## src/rtl/process_supervisor_if.sv

```systemverilog
// Pin-side bundle of the run supervisor: start/completion requests in,
// core control and board status indicators out.
interface process_supervisor_if #(
  parameter int CNT_W = 14
);
  logic             start_process;
  logic             core_end;
  logic             core_reset;
  logic             core_enable;
  logic [CNT_W-1:0] cycle_count;
  logic             g1;
  logic             g2;
  logic             g3;

  modport master (
    input  start_process, core_end,
    output core_reset, core_enable, cycle_count, g1, g2, g3
  );

  modport slave (
    output start_process, core_end,
    input  core_reset, core_enable, cycle_count, g1, g2, g3
  );
endinterface

```

## src/rtl/process_supervisor.sv

```systemverilog
// Run controller for the matrix core: qualifies the external start request,
// sequences core reset/enable, times the run and flags completion or timeout.
module process_supervisor #(
  parameter int STABLE_CYCLES  = 4,
  parameter int TIMEOUT_CYCLES = 8000,
  parameter int CNT_W          = 14
) (
  input  logic                 fast_clock,
  input  logic                 reset,
  process_supervisor_if.master bus
);

  localparam int ARM_W = (STABLE_CYCLES < 2) ? 1 : $clog2(STABLE_CYCLES + 1);
  localparam logic [ARM_W-1:0] ARM_LAST = ARM_W'(STABLE_CYCLES - 1);
  localparam logic [CNT_W-1:0] RUN_LAST = CNT_W'(TIMEOUT_CYCLES - 1);
  localparam logic [CNT_W-1:0] RUN_TMO  = CNT_W'(TIMEOUT_CYCLES);

  typedef enum logic [2:0] {IDLE, ARM, CLEAR, RUN, DONE, FAULT} state_t;

  state_t           state_q, state_d;
  logic [ARM_W-1:0] arm_q, arm_d;
  logic [CNT_W-1:0] cnt_q, cnt_d;
  logic             g2_q, g2_d;
  logic             g3_q, g3_d;
  logic             start_p0, start_p1;
  logic             start_s;

  // Count to report after one more RUN cycle without completion.
  function automatic logic [CNT_W-1:0] run_count_step(input logic [CNT_W-1:0] cnt);
    return (cnt == RUN_LAST) ? RUN_TMO : cnt + CNT_W'(1);
  endfunction

  // Stage p0/p1: two-flop synchronizer for the asynchronous start level
  always_ff @(posedge fast_clock or posedge reset) begin
    if (reset) begin
      start_p0 <= 1'b0;
      start_p1 <= 1'b0;
    end else begin
      start_p0 <= bus.start_process;
      start_p1 <= start_p0;
    end
  end

  assign start_s = start_p1;

  // Control state and run bookkeeping
  always_ff @(posedge fast_clock or posedge reset) begin
    if (reset) begin
      state_q <= IDLE;
      arm_q   <= '0;
      cnt_q   <= '0;
      g2_q    <= 1'b0;
      g3_q    <= 1'b0;
    end else begin
      state_q <= state_d;
      arm_q   <= arm_d;
      cnt_q   <= cnt_d;
      g2_q    <= g2_d;
      g3_q    <= g3_d;
    end
  end

  always_comb begin
    state_d = state_q;
    arm_d   = arm_q;
    cnt_d   = cnt_q;
    g2_d    = g2_q;
    g3_d    = g3_q;
    unique case (state_q)
      IDLE: begin
        if (start_s) begin
          arm_d   = ARM_W'(1);
          state_d = (STABLE_CYCLES == 1) ? CLEAR : ARM;
        end
      end
      ARM: begin
        if (!start_s) begin
          state_d = IDLE;
        end else if (arm_q == ARM_LAST) begin
          state_d = CLEAR;
        end else begin
          arm_d = arm_q + ARM_W'(1);
        end
      end
      CLEAR: begin
        cnt_d   = '0;
        g2_d    = 1'b0;
        g3_d    = 1'b0;
        state_d = RUN;
      end
      RUN: begin
        // Completion outranks a timeout landing on the same edge.
        if (bus.core_end) begin
          g2_d    = 1'b1;
          state_d = DONE;
        end else begin
          cnt_d = run_count_step(cnt_q);
          if (cnt_q == RUN_LAST) begin
            g3_d    = 1'b1;
            state_d = FAULT;
          end
        end
      end
      DONE, FAULT: begin
        // A relaunch needs the request to drop first.
        if (!start_s) state_d = IDLE;
      end
      default: state_d = IDLE;
    endcase
  end

  assign bus.core_reset  = reset | (state_q == CLEAR);
  assign bus.core_enable = (state_q == RUN);
  assign bus.g1          = (state_q == RUN);
  assign bus.cycle_count = cnt_q;
  assign bus.g2          = g2_q;
  assign bus.g3          = g3_q;

endmodule

```

## src/flat_wrapper.sv

```systemverilog
// flat-port wrapper written by rule: the top's interface ports become plain ports
module process_supervisor_flat 
#(
  parameter int STABLE_CYCLES  = 4,
  parameter int TIMEOUT_CYCLES = 8000,
  parameter int CNT_W          = 14
)
  (fast_clock, reset, bus_start_process, bus_core_end, bus_core_reset, bus_core_enable, bus_cycle_count, bus_g1, bus_g2, bus_g3);
  process_supervisor_if #(.CNT_W(CNT_W)) bus_i ();
  input  logic fast_clock;
  input  logic reset;
  input wire logic [$bits(bus_i.start_process)-1:0] bus_start_process;
  input wire logic [$bits(bus_i.core_end)-1:0] bus_core_end;
  output wire logic [$bits(bus_i.core_reset)-1:0] bus_core_reset;
  output wire logic [$bits(bus_i.core_enable)-1:0] bus_core_enable;
  output wire logic [$bits(bus_i.cycle_count)-1:0] bus_cycle_count;
  output wire logic [$bits(bus_i.g1)-1:0] bus_g1;
  output wire logic [$bits(bus_i.g2)-1:0] bus_g2;
  output wire logic [$bits(bus_i.g3)-1:0] bus_g3;
  assign bus_i.start_process = bus_start_process;
  assign bus_i.core_end = bus_core_end;
  assign bus_core_reset = bus_i.core_reset;
  assign bus_core_enable = bus_i.core_enable;
  assign bus_cycle_count = bus_i.cycle_count;
  assign bus_g1 = bus_i.g1;
  assign bus_g2 = bus_i.g2;
  assign bus_g3 = bus_i.g3;
  process_supervisor #(.STABLE_CYCLES(STABLE_CYCLES), .TIMEOUT_CYCLES(TIMEOUT_CYCLES), .CNT_W(CNT_W)) u_core (.fast_clock(fast_clock), .reset(reset), .bus(bus_i));
endmodule
```

## config.mk

```make
export PLATFORM = sky130hd
export DESIGN_NAME = process_supervisor_flat
export DESIGN_NICKNAME = d
export VERILOG_FILES = /design/src/rtl/process_supervisor_if.sv /design/src/rtl/process_supervisor.sv /design/src/flat_wrapper.sv
export SDC_FILE = /design/constraint.sdc
export NUM_CORES = 1
export LEC_CHECK = 0
export ABC_AREA = 1
export BUFFER_PORTS_ARGS = -buffer_cell sky130_fd_sc_hd__buf_4
export CORE_MARGIN = 3
export CORE_UTILIZATION = 45
export DETAILED_ROUTE_END_ITERATION = 8
export HOLD_SLACK_MARGIN = 0.02
export PLACE_DENSITY = 0.72
export SYNTH_ARGS = -nofsm -noshare
export SYNTH_HDL_FRONTEND = slang
export SYNTH_SLANG_ARGS = --single-unit
```

## constraint.sdc

```tcl
create_clock -name fast_clock -period 1.3 [get_ports fast_clock]
set_input_delay 0.13 -clock fast_clock [delete_from_list [all_inputs] [get_ports fast_clock]]
set_output_delay 0.13 -clock fast_clock [all_outputs]
set_load 0.01 [all_outputs]
```

## Word level (Yosys, flattened, before mapping)

Cells that the tools add are included.

- $add $sub $neg: 2
- Eq/ne operators: 16
- Muxes and demuxes: 18
- Bitwise operators: 1
- Reduce and logical (&&, ||, !) cells: 9

Operators by type and width:

| kind | number |
|---|---|
| $mux 14 | 2 |
| $pmux 14 s2 | 1 |
| $mux 3 | 8 |
| $pmux 3 s5 | 1 |
| $add 14x1->14 const B | 1 |
| $eq 14x13->1 const B | 1 |
| $eq 3x2->1 const B | 3 |
| $ne 2x2->1 const B | 4 |
| $reduce_and 4->1 | 2 |
| $eq 3x3->1 const B | 2 |
| $ne 2x1->1 const B | 3 |
| $pmux 3 s2 | 1 |
| $pmux 1 s2 | 2 |
| $reduce_and 2->1 | 2 |
| $reduce_bool 2->1 | 2 |
| $add 3x1->3 const B | 1 |
| $eq 3x1->1 const B | 1 |
| $logic_not 3->1 | 1 |
| $mux 1 | 3 |
| $ne 3x2->1 const B | 1 |
| $ne 3x3->1 const B | 1 |
| $reduce_and 3->1 | 1 |
| $reduce_or 2->1 | 1 |
| $or 1x1->1 | 1 |

- Register bits after elaboration: 24
- Input bits: 4
- Output and inout port bits: 19
- Logic and storage cells: 53

## Depth between registers and ports, before layout

- Depth in word-level cells: 4
- Depth in mapped cells: 8
- Depth with buffers taken out: 8

## Worst setup path before layout

OpenSTA, ideal clock, no wires.

- Path type: register to register
- Start: register u_core.cnt_q[1] (netlist: u_core.bus.cycle_count[1])
- End: register u_core.cnt_q[2] (netlist: u_core.bus.cycle_count[2])
- Setup time: 0.118 ns
- Arrival time: 1.254 ns
- Slack: -0.072 ns
- Cell stages (with the launch flop): 9
- Buffers on the path: 0
- Period minus slack after synthesis: 1.372 ns
- Cell sequence: dfrtp_1 -> ha_1 -> nand3_1 -> nor2_1 -> nand3_2 -> nand2_1 -> nand2_1 -> inv_1 -> nor2_1

- Cells in the longest elaborated chain, start to end: 4

RTL lines:

| what | RTL line | source |
|---|---|---|
| start: declaration | process_supervisor.sv:22 | `logic [CNT_W-1:0] cnt_q, cnt_d;` |
| start signal: assignment | process_supervisor.sv:57 | `cnt_q <= cnt_d;` |
| $add 14x1->14 / $eq 14x13->1 (equally long branches) | process_supervisor.sv:30 | `return (cnt == RUN_LAST) ? RUN_TMO : cnt + CNT_W'(1);` |
| $mux 14 * | process_supervisor.sv:30 |  |
| $mux 14 * | process_supervisor.sv:93 | `if (bus.core_end) begin` |
| $pmux 14 s2 * | process_supervisor.sv:69 | `unique case (state_q)` |

Mark *: on every way between the ends. The rest lies on a longest branch, timed or not. The select of a mux whose other input is x is not followed.
A chain may end at the register's enable or synchronous reset.

## Worst setup path in the final report

- Start: register u_core.cnt_q[1] (netlist: u_core.bus.cycle_count[1])
- End: register u_core.cnt_q[7] (netlist: u_core.bus.cycle_count[7])

Same word-level chain as after synthesis.

==> flow_metrics.py <==
metrics = {
    "floorplanning": {
        "rows": 19,
        "die_y_um": 60.6,
        "start_util_pct": 47.8,
        "fp.dieArea_um2": 3670,
        "die_w_um": 60.6,
        "ios": 23,
        "core_um2": 2810,
    },
    "worst_hold_path": {
        "min_to": "u_core.bus.g2",
        "hold_path_class": "input pin to flip-flop",
        "min-delay-start": "bus_core_end",
        "whs_path_depth": 2,
    },
    "grt": {
        "grt_start_max_net_pins": 25,
        "grt_pass1_wl_um": 5400,
        "grt_util_all_layers_pct": 19.3,
        "overflow": 0,
        "grt_pass1_vias": 1229,
        "antenna_found_initial": 0,
    },
    "logic_synthesis": {
        "synth_edf_count": 0,
        "syn_area_per_cell_um2": 7.80,
        "ys_async_sr_fraction_pct": 100,
        "synthAdderAreaFrac_pct": 2.80,
        "post_synth_mux_area_share_pct": 0,
        "synth_most_common_cell": "nand2_1",
        "synthTopCellsByArea": "dfrtp_1 (45%), nand2_1 (15%), nor2_1 (6.4%)",
        "synth_seq_cells": 24,
        "yosysTopAreaCell": "dfrtp_1",
        "syn_area_um2": 1340,
        "synth_top_family_by_area": "simple AND/OR/NAND/NOR gates",
        "synth_flop_cell": "dfrtp_1",
        "synth_xor_area_share_pct": 2.61,
        "synth_cell_type_count": 26,
        "synth_nets": 179,
        "postSynthCellCount": 172,
        "yosysSeqAreaShare_pct": 44.8,
        "yosys_warnings": 0,
        "synth_top_cells_by_count": "nand2_1 (54), dfrtp_1 (24), nor2_1 (23), inv_1 (16), nand3_1 (11)",
        "synth-compound-area-share_pct": 8.86,
        "yosysTopAreaCellShare_pct": 44.8,
        "yosys.area_share.simple_pct": 34.3,
    },
    "timing": {
        "min_period_over_period_pct": 105,
        "finalWorstSetupSlack_ns": -0.0666,
        "fmax_mhz": 732,
        "fin_crit_ns": 1.37,
        "finalSetupViolCount": 10,
        "finalHoldViolations": 0,
        "tightest_slew_ns": 0.345,
        "final_max_slew_viol_count": 0,
        "skew_ns": 0.00794,
        "grt_setup_unrepaired": "true",
        "slew_headroom_pct": 76.9,
    },
    "setup_path": {
        "critPathKind": "flip-flop to flip-flop",
        "critPathRequiredTime_ns": 1.53,
        "r2r_end": "u_core.bus.cycle_count[7]",
        "rrSetupSlack_ns": -0.07,
        "critPathMaxFanout": 3,
        "start_kind": "flip-flop",
        "worstReg2RegStart": "u_core.bus.cycle_count[1]",
        "r2r_cells": 7,
        "critPathCaptureType": "flip-flop",
        "arrival_ns": 1.59,
    },
    "routing": {
        "via_per_inst": 5.42,
        "final_antenna_net_count": 0,
        "routedWlPerCell_um": 14.5,
        "via_count": 1388,
        "wl_um": 3710,
        "drc": 0,
        "drtIter0Drc": 50,
        "dr.pass1.iters": 4,
    },
    "cells_and_area": {
        "fillers": 214,
        "design_area_um2": 1940,
        "diodes": 0,
        "drive_above_1_share_pct": 43.1,
        "stdcell_count": 256,
        "final_nets": 234,
        "area_growth_syn_to_layout_pct": 44.9,
    },
    "job": {
        "timing.max_cap.violations": 0,
    },
    "placed_design": {
        "placed_cell_area_um2": 1660,
        "dp_cells": 238,
        "place.gp.congestion": 0.883,
        "dp_hpwl_um": 2350,
        "portBuffers": 22,
    },
    "clock_network": {
        "cts.sinks": 24,
        "cts-root-buf": "clkbuf_4",
        "clockBufferDepth": 2,
        "cts_tree": "yes",
        "insertion_delay_ns": 0.32,
        "cts-htree-levels": 1,
        "clk_pin_slew_ns": 0.13,
        "numCtsBuffers": 3,
    },
    "pwr": {
        "power.density_nw_per_um2": 1390,
        "leakage_uw": 0.000915,
        "irDropWorstVdd_mv": 1.24,
    },
    "status": {
        "violations": "setup timing",
        "status": "finished, violations left",
    },
}
[cells by family (layout without fill, tap and decap cells)]
kind of cell               count (synthesis)  count (layout)
AOI/OAI and AO/OA                         18              18
xor gates and xnor gates                   4               4
adders and majority gates                  3               3
buffers and inverters                     20              73
DFF                                       24              24
and+or+nand+nor                          103             103
[critical path, stage by stage, from the launching register on]
cell and delay (ns):
dfrtp_1 0.39, buf_4 0.14, nand2_1 0.06, nor2_2 0.13
nand2_2 0.10, nor2_1 0.13, xor2_1 0.25, nor2_2 0.07
[how the worst max path moves through the flow]
stage | from | to | slack (ns)
after global placement | u_core.bus.cycle_count[1] | u_core.bus.cycle_count[3] | 0.01
after CTS | u_core.state_q[2] | bus_g1 | -0.04
after global routing | u_core.bus.cycle_count[1] | u_core.bus.cycle_count[7] | -0.12
after detailed placement | u_core.bus.cycle_count[1] | u_core.bus.cycle_count[3] | -0.07
final | u_core.bus.cycle_count[1] | u_core.bus.cycle_count[7] | -0.07
after floorplan | u_core.bus.cycle_count[1] | u_core.bus.cycle_count[2] | -0.002
[sequential cells by signal (all words and copies together) (netlist names)]
register and cells:
u_core.bus.g3 1, u_core.start_p0 1, u_core.state_q 3, u_core.bus.cycle_count 14
u_core.bus.g2 1, u_core.arm_q 3, u_core.start_p1 1
[layer usage]
layer | wire length, um | share of wire (%) | global-route usage (%) | vias to the layer above
li1 | - | - | - | 661
met1 | 1560 | 42 | 25.1 | 660
met2 | 1890 | 51 | 33.1 | 58
met3 | 199 | 5.4 | 2.55 | 9
met4 | 63 | 1.7 | 6.19 | 0
met5 | 0 | 0 | 0 | -
[cell type report]
class	count	area [um2]	area share [%]
clock buffers	3	22.5	1.16
inverters	18	72.6	3.73
multi-input cells	128	792	40.8
flip-flops and latches	24	607	31.2
repair buffers	52	410	21.1
well taps	31	38.8	2.00
[cell usage in the layout (no fill, tap or decap), types with 4 or more instances in the layout]
master / netlist / routed
dfrtp_2: 0 / 5
nand3_1: 11 / 9
dfrtp_1: 24 / 19
nand2_1: 54 / 46
buf_6: 1 / 4
o21ai_0: 8 / 4
inv_2: 1 / 4
o21ai_1: 1 / 4
nand2_2: 2 / 6
nand4_1: 4 / 4
nand2_4: 0 / 4
nor2_2: 3 / 7
inv_1: 16 / 12
a21oi_1: 5 / 4
nor2_4: 1 / 6
buf_4: 1 / 46
nor2_1: 23 / 14
[what timing repair did]
action	CTS	global route
pin swaps	7	12
resized for setup	10	37
setup endpoints to repair	18	24
setup buffers	7	6
hold buffers	2	0
endpoints found under the hold margin	25	0
[through the flow]
step	total power (uW)	util, %	setup TNS, ns	setup slack, ns	hold slack, ns
global placement	1850	59.1	0	0.0139	0.228
global route	2870	69.3	-1.26	-0.115	0.101
finish	2710	69.3	-0.412	-0.0666	0.102
CTS	2410	63.7	-0.116	-0.0437	0.0996
detailed placement	1890	59.1	-0.478	-0.0650	0.231
floorplan	1620	-	-0.00648	-0.00183	0.153
[report_power, final]
| group | switching, uW | total, uW | internal, uW | leakage (uW) |
|---|---|---|---|---|
| sequential | 99.0 | 964 | 865 | 0.000313 |
| clock | 229 | 338 | 109 | 0.0000138 |
| combinational | 789 | 1410 | 618 | 0.000589 |
| total | 1120 | 2710 | 1590 | 0.000915 |
No activity file was read; power rests on OpenSTA's default activity.
